### src/rtl/ov7670_pkg.sv
// Shared types and defaults for the OV7670 frame writer slice.
package ov7670_pkg;

    typedef enum logic [1:0] {
        IDLE,
        WAIT_VS,
        CAPTURE,
        FLUSH
    } state_t;

    localparam int unsigned H_RES_DEF = 320;
    localparam int unsigned V_RES_DEF = 240;
    localparam int unsigned PIX_W     = 16;

endpackage

### src/rtl/ov7670_frame_writer_if.sv
// Frame memory write port: valid/ready handshake with word address and data.
interface ov7670_frame_writer_if #(
    parameter int unsigned ADDR_W = 17
);
    import ov7670_pkg::*;

    logic              mem_valid;
    logic [ADDR_W-1:0] mem_addr;
    logic [PIX_W-1:0]  mem_wdata;
    logic              mem_ready;

    modport master (output mem_valid, output mem_addr, output mem_wdata, input mem_ready);
    modport slave  (input mem_valid, input mem_addr, input mem_wdata, output mem_ready);

endinterface

### src/rtl/ov7670_frame_writer_pixel_fifo.sv
// Small synchronous FIFO with flop storage; head entry is readable directly.
// A push and pop in the same cycle while full is accepted.
module pixel_fifo #(
    parameter int unsigned WIDTH = 16,
    parameter int unsigned DEPTH = 4
) (
    input  logic             clk,
    input  logic             reset,
    input  logic             push,
    input  logic             pop,
    input  logic [WIDTH-1:0] wdata,
    output logic [WIDTH-1:0] rdata,
    output logic             full,
    output logic             empty,
    output logic             one_left
);
    localparam int unsigned AW = $clog2(DEPTH);

    logic [WIDTH-1:0] store [DEPTH];
    logic [AW-1:0]    wr_ptr;
    logic [AW-1:0]    rd_ptr;
    logic [AW:0]      count;
    logic             do_push;
    logic             do_pop;

    assign full     = (count == (AW+1)'(DEPTH));
    assign empty    = (count == '0);
    assign one_left = (count == (AW+1)'(1));
    assign do_pop   = pop & ~empty;
    assign do_push  = push & (~full | do_pop);
    assign rdata    = store[rd_ptr];

    // Storage, pointers and occupancy.
    always_ff @(posedge clk or posedge reset) begin
        if (reset) begin
            for (int unsigned i = 0; i < DEPTH; i++) store[i] <= '0;
            wr_ptr <= '0;
            rd_ptr <= '0;
            count  <= '0;
        end else begin
            if (do_push) begin
                store[wr_ptr] <= wdata;
                wr_ptr        <= wr_ptr + 1'b1;
            end
            if (do_pop) rd_ptr <= rd_ptr + 1'b1;
            unique case ({do_push, do_pop})
                2'b10:   count <= count + 1'b1;
                2'b01:   count <= count - 1'b1;
                default: count <= count;
            endcase
        end
    end

endmodule

### src/rtl/ov7670_frame_writer.sv
// Captures one armed frame of RGB565 pixels and writes them to frame memory.
// Each FIFO entry carries its own address so dropped pixels leave holes
// instead of shifting the rest of the frame.
// Optional: FRAME_WRITER_DOUBLE_BUFFER_EN alternates the frame base address
// and adds the front_buf output.
module ov7670_frame_writer
    import ov7670_pkg::*;
#(
    parameter int unsigned H_RES      = H_RES_DEF,
    parameter int unsigned V_RES      = V_RES_DEF,
    parameter int unsigned ADDR_W     = 17,
    parameter int unsigned FIFO_DEPTH = 4
) (
    input  logic                         clk,
    input  logic                         reset,
    input  logic                         arm,
    input  logic                         vsync,
    input  logic                         pixel_valid,
    input  logic [PIX_W-1:0]             pixel_data,
    ov7670_frame_writer_if.master        mem,
    output logic                         busy,
    output logic                         frame_done,
    output logic                         overflow,
    output logic [7:0]                   frame_count
`ifdef FRAME_WRITER_DOUBLE_BUFFER_EN
    ,
    output logic                         front_buf
`endif
);
    localparam int unsigned NPIX  = H_RES * V_RES;
    localparam int unsigned CNT_W = (NPIX > 1) ? $clog2(NPIX) : 1;
    localparam logic [CNT_W-1:0] LAST_PIX = CNT_W'(NPIX - 1);
    localparam int unsigned ENT_W = ADDR_W + PIX_W;

    state_t            state, state_n;
    logic              vs_meta, vs_sync, vs_prev, vs_fall;
    logic [CNT_W-1:0]  pix_cnt;
    logic [ADDR_W-1:0] wr_addr, base;
    logic              push, pop, load_base, flush_done, drop;
    logic              fifo_full, fifo_empty, fifo_one_left;
    logic [ENT_W-1:0]  head;

    assign vs_fall = vs_prev & ~vs_sync;
    assign busy    = (state != IDLE);

    // vsync synchronizer plus edge-detect history.
    always_ff @(posedge clk or posedge reset) begin
        if (reset) begin
            vs_meta <= 1'b0;
            vs_sync <= 1'b0;
            vs_prev <= 1'b0;
        end else begin
            vs_meta <= vsync;
            vs_sync <= vs_meta;
            vs_prev <= vs_sync;
        end
    end

    // State register.
    always_ff @(posedge clk or posedge reset) begin
        if (reset) state <= IDLE;
        else       state <= state_n;
    end

    // Next-state and per-cycle control strobes.
    always_comb begin
        state_n    = state;
        push       = 1'b0;
        load_base  = 1'b0;
        flush_done = 1'b0;
        unique case (state)
            IDLE:    if (arm) state_n = WAIT_VS;
            WAIT_VS: if (vs_fall) begin
                state_n   = CAPTURE;
                load_base = 1'b1;
            end
            CAPTURE: begin
                push = pixel_valid;
                if ((pixel_valid && pix_cnt == LAST_PIX) || vs_fall) state_n = FLUSH;
            end
            FLUSH:   if (fifo_empty || (fifo_one_left && pop)) begin
                state_n    = IDLE;
                flush_done = 1'b1;
            end
            default: state_n = IDLE;
        endcase
    end

    assign pop  = mem.mem_valid & mem.mem_ready;
    assign drop = push & fifo_full & ~pop;

`ifdef FRAME_WRITER_DOUBLE_BUFFER_EN
    localparam logic [ADDR_W-1:0] FRAME_WORDS = ADDR_W'(NPIX);
    logic complete;

    assign base = front_buf ? FRAME_WORDS : '0;

    // Track whether the frame ran to its last pixel; only full frames flip buffers.
    always_ff @(posedge clk or posedge reset) begin
        if (reset) begin
            complete  <= 1'b0;
            front_buf <= 1'b0;
        end else begin
            if (load_base) complete <= 1'b0;
            else if (push && pix_cnt == LAST_PIX) complete <= 1'b1;
            if (flush_done && complete) front_buf <= ~front_buf;
        end
    end
`else
    assign base = '0;
`endif

    // Pixel counter, write address, status flags and frame counter.
    always_ff @(posedge clk or posedge reset) begin
        if (reset) begin
            pix_cnt     <= '0;
            wr_addr     <= '0;
            overflow    <= 1'b0;
            frame_done  <= 1'b0;
            frame_count <= '0;
        end else begin
            frame_done <= flush_done;
            if (load_base) begin
                pix_cnt <= '0;
                wr_addr <= base;
            end else if (push) begin
                pix_cnt <= pix_cnt + 1'b1;
                wr_addr <= wr_addr + 1'b1;
            end
            if (state == IDLE && arm) overflow <= 1'b0;
            else if (drop)            overflow <= 1'b1;
            if (flush_done) frame_count <= frame_count + 1'b1;
        end
    end

    pixel_fifo #(
        .WIDTH (ENT_W),
        .DEPTH (FIFO_DEPTH)
    ) u_fifo (
        .clk      (clk),
        .reset    (reset),
        .push     (push),
        .pop      (pop),
        .wdata    ({wr_addr, pixel_data}),
        .rdata    (head),
        .full     (fifo_full),
        .empty    (fifo_empty),
        .one_left (fifo_one_left)
    );

    assign mem.mem_valid = ~fifo_empty;
    assign mem.mem_addr  = head[ENT_W-1:PIX_W];
    assign mem.mem_wdata = head[PIX_W-1:0];

endmodule

### src/flat_wrapper.sv
// flat-port wrapper written by rule: the top's interface ports become plain ports
module ov7670_frame_writer_flat import ov7670_pkg::*;
#(
    parameter int unsigned H_RES      = H_RES_DEF,
    parameter int unsigned V_RES      = V_RES_DEF,
    parameter int unsigned ADDR_W     = 17,
    parameter int unsigned FIFO_DEPTH = 4
)
  (clk, reset, arm, vsync, pixel_valid, pixel_data, busy, frame_done, overflow, frame_count, mem_mem_valid, mem_mem_addr, mem_mem_wdata, mem_mem_ready);
  ov7670_frame_writer_if #(.ADDR_W(ADDR_W)) mem_i ();
  input  logic clk;
  input  logic reset;
  input  logic arm;
  input  logic vsync;
  input  logic pixel_valid;
  input  logic [PIX_W-1:0] pixel_data;
  output logic busy;
  output logic frame_done;
  output logic overflow;
  output logic [7:0] frame_count;
  output wire logic [$bits(mem_i.mem_valid)-1:0] mem_mem_valid;
  output wire logic [$bits(mem_i.mem_addr)-1:0] mem_mem_addr;
  output wire logic [$bits(mem_i.mem_wdata)-1:0] mem_mem_wdata;
  input wire logic [$bits(mem_i.mem_ready)-1:0] mem_mem_ready;
  assign mem_mem_valid = mem_i.mem_valid;
  assign mem_mem_addr = mem_i.mem_addr;
  assign mem_mem_wdata = mem_i.mem_wdata;
  assign mem_i.mem_ready = mem_mem_ready;
  ov7670_frame_writer #(.H_RES(H_RES), .V_RES(V_RES), .ADDR_W(ADDR_W), .FIFO_DEPTH(FIFO_DEPTH)) u_core (.clk(clk), .reset(reset), .arm(arm), .vsync(vsync), .pixel_valid(pixel_valid), .pixel_data(pixel_data), .mem(mem_i), .busy(busy), .frame_done(frame_done), .overflow(overflow), .frame_count(frame_count));
endmodule
### config.mk
export PLATFORM = sky130hd
export DESIGN_NAME = ov7670_frame_writer_flat
export DESIGN_NICKNAME = d
export VERILOG_FILES = /design/src/rtl/ov7670_pkg.sv /design/src/rtl/ov7670_frame_writer_if.sv /design/src/rtl/ov7670_frame_writer_pixel_fifo.sv /design/src/rtl/ov7670_frame_writer.sv /design/src/flat_wrapper.sv
export SDC_FILE = /design/constraint.sdc
export NUM_CORES = 1
export LEC_CHECK = 0
export CAP_MARGIN = 20
export CELL_PAD_IN_SITES_DETAIL_PLACEMENT = 1
export CELL_PAD_IN_SITES_GLOBAL_PLACEMENT = 2
export CORE_AREA = 10 10 161 163
export CTS_CLUSTER_SIZE = 25
export DETAILED_ROUTE_END_ITERATION = 8
export DIE_AREA = 0 0 171 173
export PLACE_DENSITY_LB_ADDON = 0.1
export RECOVER_POWER = 50
export SYNTH_ARGS = -nofsm -noshare
export SYNTH_HDL_FRONTEND = slang
export SYNTH_SLANG_ARGS = --single-unit
### constraint.sdc
create_clock -name clk -period 5.7 [get_ports clk]
set_input_delay 0.855 -clock clk [delete_from_list [all_inputs] [get_ports clk]]
set_output_delay 0.855 -clock clk [all_outputs]
set_load 0.01 [all_outputs]
# Word level (Yosys, flattened, before mapping)
# Index checks and enable logic that the tools add are counted.
# Widths: inputs -> output; s select.
# word_totals
ff_bits	188
in_bits	22
output_inout_bits	45
wordCells	87
# classes
addsub	7
order_cmp	3
n_eq_ne	12
muxes	23
bitwise	13
n_reduce_logical	13
# ops
cell	n
$bwmux 132	1
$mux 33	3
$mux 17	4
$bmux 33 s2	1
$demux 33 s2	1
$add 17x1->17 const B	2
$eq 17x17->1 const B	1
$add 8x1->8 const B	1
$mux 2	4
$pmux 2 s4	1
$reduce_bool 2->1	4
$mux 1	7
$and 1x1->1	6
$eq 2x2->1 const B	3
$ge 3x3->1 const B	2
$ne 2x1->1 const B	3
$not 2->3	2
$pmux 3 s2	1
$add 2x1->2 const B	2
$eq 2x1->1 const B	2
$logic_and 1x1->1	4
$not 1->1	4
$reduce_and 4->1	1
$add 3x1->3 const B	1
other kinds (9)	10

# Logic depth before layout (Yosys ltp)
# depth
word_depth	8
ltp_mapped	9
mapped_depth_nobuf	9

# Hierarchy
# Synthesis repeated with hierarchy kept, for this count alone.
# unflattened
cells_unflattened	613
area_unflattened_um2	9278.9
# by_module_without_submodules
mod	instances	cells_per_inst	area_each_um2	seq_area_each_um2
pixel_fifo	1	366	6825.3	3478.3
ov7670_frame_writer	1	247	2453.6	1226.2

# Least setup slack after synthesis
# Ideal clock, no wire load.
# synth_timing
path_kind	reg2out
start	reg u_core.u_fifo.rd_ptr[0]
end	out mem_mem_addr[0]
t_arrival_ns	1.568
t_required_ns	4.845
setup_slack_ns	3.277
path_stages_with_launch	4
n_path_buf	2
cell_sequence	dfrtp_1 clkbuf_1 buf_2 mux4_2
# synth_between
elab_chain_len	4
# synth_rtl
element	line_no	text
start: declaration	ov7670_frame_writer_pixel_fifo.sv:21	logic [AW-1:0] rd_ptr;
start signal: assignment	ov7670_frame_writer_pixel_fifo.sv:45	if (do_pop) rd_ptr <= rd_ptr + 1'b1;
$not 2->3 (implied by the code)	ov7670_frame_writer_pixel_fifo.sv:31	assign rdata = store[rd_ptr];
$bmux 33 s2	ov7670_frame_writer_pixel_fifo.sv:31	
$mux 33 (implied by the code) (2 in a row)	ov7670_frame_writer_pixel_fifo.sv:31	
end: declaration	flat_wrapper.sv:22	output wire logic [$bits(mem_i.mem_addr)-1:0] mem_mem_addr;
# No other way between the ends. The select of a mux whose other input is x is not followed.

# Worst setup path in the final report
# layout_timing
start	reg u_core.u_fifo.rd_ptr[0]
end	out mem_mem_addr[2]
# Same word-level chain as after synthesis.

==> flow_summary.json <==
{
  "outcome": "finished with violations",
  "violations": "max-capacitance violations, max-slew violations",
  "drtPass1Iterations": 5,
  "grt_max_degree": 189,
  "clkLatencyLatePin_ns": 0.42,
  "first_global_vias": 5674,
  "leakage_uw": 0.00449,
  "ys_warn_count": 0,
  "via_count": 4988,
  "hpwl_um": 11800,
  "yosys.area_share.simple_pct": 7.37,
  "ant_nets": 0,
  "ys_seq_area_share_pct": 55.6,
  "worstPathArrival_ns": 2.82,
  "tns_ns": 0,
  "r2r_slack_ns": 2.66,
  "hold_viol_final": 0,
  "synth_xor_area_share_pct": 3.93,
  "htreeDepth": 4,
  "synth_cell_types": 38,
  "finalInstanceArea_um2": 9960,
  "grt.total_usage_pct": 13.3,
  "tightestPinTransition_ns": 2.62,
  "relSlewSlack_pct": -74.9,
  "grt_pass1_wl_um": 31300,
  "gp_congestion": 0.727,
  "cts_hold_buf": 0,
  "synth-seq-cells": 188,
  "synth_compound_area_share_pct": 1.89,
  "drt-wirelength-per-cell_um": 19.8,
  "start_util_pct": 37.5,
  "grt_antenna_before_repair": 0,
  "critPathMaxFanout": 23,
  "synth_fp_nets": 638,
  "synthMuxAreaShare_pct": 26.6,
  "drt-total-wl_um": 18900,
  "core_area_um2": 22600,
  "rsz0062_at_grt": "false",
  "setup_violations": 0,
  "yosysTopAreaCellShare_pct": 55.6,
  "synth_flop_cell": "dfrtp_1",
  "n_fill_cell": 2269,
  "whs_path_depth": 0,
  "synth_edf_count": 0,
  "critPathLaunchType": "flip-flop",
  "io_pins": 67,
  "die_y_um": 173,
  "worstSetupPathType": "reg2out",
  "slew_violations": 189,
  "grt_overflow": 0,
  "fp-row-count": 55,
  "period_needed_ns": 3.68,
  "fin_crit_sh_pct": 64.5,
  "drt_iter0_drc": 265,
  "cap_violations": 1,
  "syn_area_per_cell_um2": 14.1,
  "port_buffers": 66,
  "cts-resized-gates": 0,
  "die_area_um2": 29600,
  "holdPathEnd": "u_core.vs_sync",
  "hold_start": "u_core.vs_meta",
  "post-cts-setup-buffers": 0,
  "synth_cells": 599,
  "synth_area_leaders": "dfrtp_1 56%, mux2_2 18%, mux4_2 8.8%",
  "clock_tree.root_cell": "clkbuf_16",
  "clock_skew_ns": 0.0121,
  "synth_fa_ha_area_share_pct": 2.51,
  "reg2reg_to": "u_core.wr_addr[13]",
  "antenna_cells": 0,
  "hold_path_class": "reg2reg",
  "die_w_um": 171,
  "synth_most_common_cell": "dfrtp_1",
  "place_area_um2": 9420,
  "clock-sinks": 188,
  "irDropWorstVdd_mv": 0.188,
  "drc_errors": 0,
  "crit_path_end_kind": "output port",
  "area_delta_synth_final_pct": 17.6,
  "fmaxAchievable_mhz": 272,
  "powerDensity_nw_per_um2": 456,
  "drive_gt1_share_pct": 30.7,
  "synth_common_cells": "188 x dfrtp_1, 133 x mux2_2, 33 x mux4_2",
  "required_ns": 4.85,
  "clock_path_buffers": 2,
  "synth_top_family_by_area": "multiplexers",
  "cts_tree": "yes",
  "reg2regPathDepth": 7,
  "nets": 699,
  "syn_area_um2": 8470,
  "vias_per_cell": 5.21,
  "yosysTopAreaCell": "dfrtp_1",
  "r2r-start": "u_core.state[0]",
  "cts_buffers": 17,
  "path_clk_slew_ns": 0.07,
  "synthArstFlopShare_pct": 100
}
-- layout by cell type, fill, tap and decap left out, drive strengths merged --
| cell | Yosys | final |
|---|---|---|
| xor2 | 17 | 17 |
| a221oi | 1 | 1 |
| and3 | 4 | 4 |
| nor2 | 32 | 32 |
| and4 | 5 | 5 |
| clkbuf | 13 | 23 |
| a2111oi | 1 | 1 |
| a221o | 1 | 1 |
| mux4 | 33 | 33 |
| ha | 17 | 17 |
| and2 | 3 | 3 |
| o32a | 1 | 1 |
| clkdlybuf4s50 | 0 | 62 |
| nand3b | 1 | 1 |
| nand3 | 9 | 9 |
| nand4 | 14 | 14 |
| or2 | 1 | 1 |
| clkinvlp | 0 | 2 |
| mux2i | 1 | 1 |
| o211ai | 1 | 1 |
| inv | 10 | 10 |
| nand2 | 30 | 30 |
| nor3 | 3 | 3 |
| nand2b | 3 | 3 |
| clkinv | 0 | 5 |
| dlygate4sd3 | 0 | 4 |
| mux2 | 133 | 133 |
| nor4 | 2 | 2 |
| buf | 19 | 7 |
| o21ai | 11 | 11 |
| xnor2 | 21 | 21 |
| and3b | 2 | 2 |
| or3 | 9 | 9 |
| nor3b | 1 | 1 |
| dfrtp | 188 | 188 |
| a21oi | 12 | 12 |
| bufinv | 0 | 2 |
-- final cells by class --
cell class / instances / area, µm² / area share (%)
multi-input combinational: 369 / 3560 / 35.7
clock buffer: 22 / 464 / 4.66
clock inverter: 9 / 113 / 1.13
timing repair buffer: 74 / 721 / 7.24
inverter: 10 / 41.3 / 0.415
tap: 285 / 357 / 3.58
sequential: 188 / 4710 / 47.3
-- worst max-delay path: stages, from the launching register on --
cell and delay (ns):
dfrtp_2 0.93, buf_4 0.41, mux4_2 0.56, clkdlybuf4s50_1 0.50
-- layer usage --
metal | up-vias | wire [µm] | global-route usage [%] | part of all wire (%)
li1 | 2270 | - | - | -
met1 | 2653 | 8360 | 16.5 | 44
met2 | 54 | 9810 | 22.6 | 52
met3 | 11 | 596 | 3.39 | 3.2
met4 | 0 | 138 | 3.37 | 0.73
met5 | - | 0 | 0 | 0
-- worst max-delay path by stage --
stage                                  startpoint                 endpoint  cells after the start
final                     u_core.u_fifo.rd_ptr[0]          mem_mem_addr[2]                      3
after global routing                        reset  u_core.u_fifo.rd_ptr[0]                      3
after CTS                 u_core.u_fifo.rd_ptr[0]        mem_mem_wdata[11]                      3
after detailed placement  u_core.u_fifo.rd_ptr[0]        mem_mem_wdata[11]                      3
after global placement    u_core.u_fifo.rd_ptr[0]        mem_mem_wdata[10]                      3
after floorplan                             reset    u_core.frame_count[0]                      1
-- registers in the layout (all words and copies together) (netlist names) --
register              cells
u_core.wr_addr           17
u_core.overflow           1
u_core.vs_prev            1
u_core.vs_meta            1
u_core.u_fifo.count       3
u_core.u_fifo.rd_ptr      2
u_core.frame_count        8
u_core.pix_cnt           17
u_core.frame_done         1
u_core.state              2
u_core.vs_sync            1
u_core.u_fifo.wr_ptr      2
u_core.u_fifo.store     132
-- power by group --
part | leakage (µW) | total [µW] | internal, µW | switching (µW)
logic | 0.00172 | 1440 | 850 | 590
registers | 0.00248 | 1930 | 1660 | 268
clock network | 0.000281 | 1180 | 670 | 505
-- per-stage QoR --
stage / utilization (%) / instances / worst slack (ns) / total power (µW) / hold WS [ns]
global route: 44.1 / 957 / 1.50 / 4830 / 0.368
CTS: 44.3 / 957 / 1.90 / 4640 / 0.355
detailed placement: 41.7 / 926 / 2.35 / 3450 / 0.339
finish: 44.1 / 957 / 2.02 / 4550 / 0.354
floorplan: - / 599 / 2.42 / 2840 / 0.331
global placement: 41.7 / 926 / 2.38 / 3380 / 0.340
-- cell families after synthesis --
logic type | count (synthesis)
compound gates | 28
xor+xnor | 38
fa+ha+maj | 17
buf+inv | 42
flops | 188
mux | 167
simple gates | 119
(Power assumes the default switching activity.)
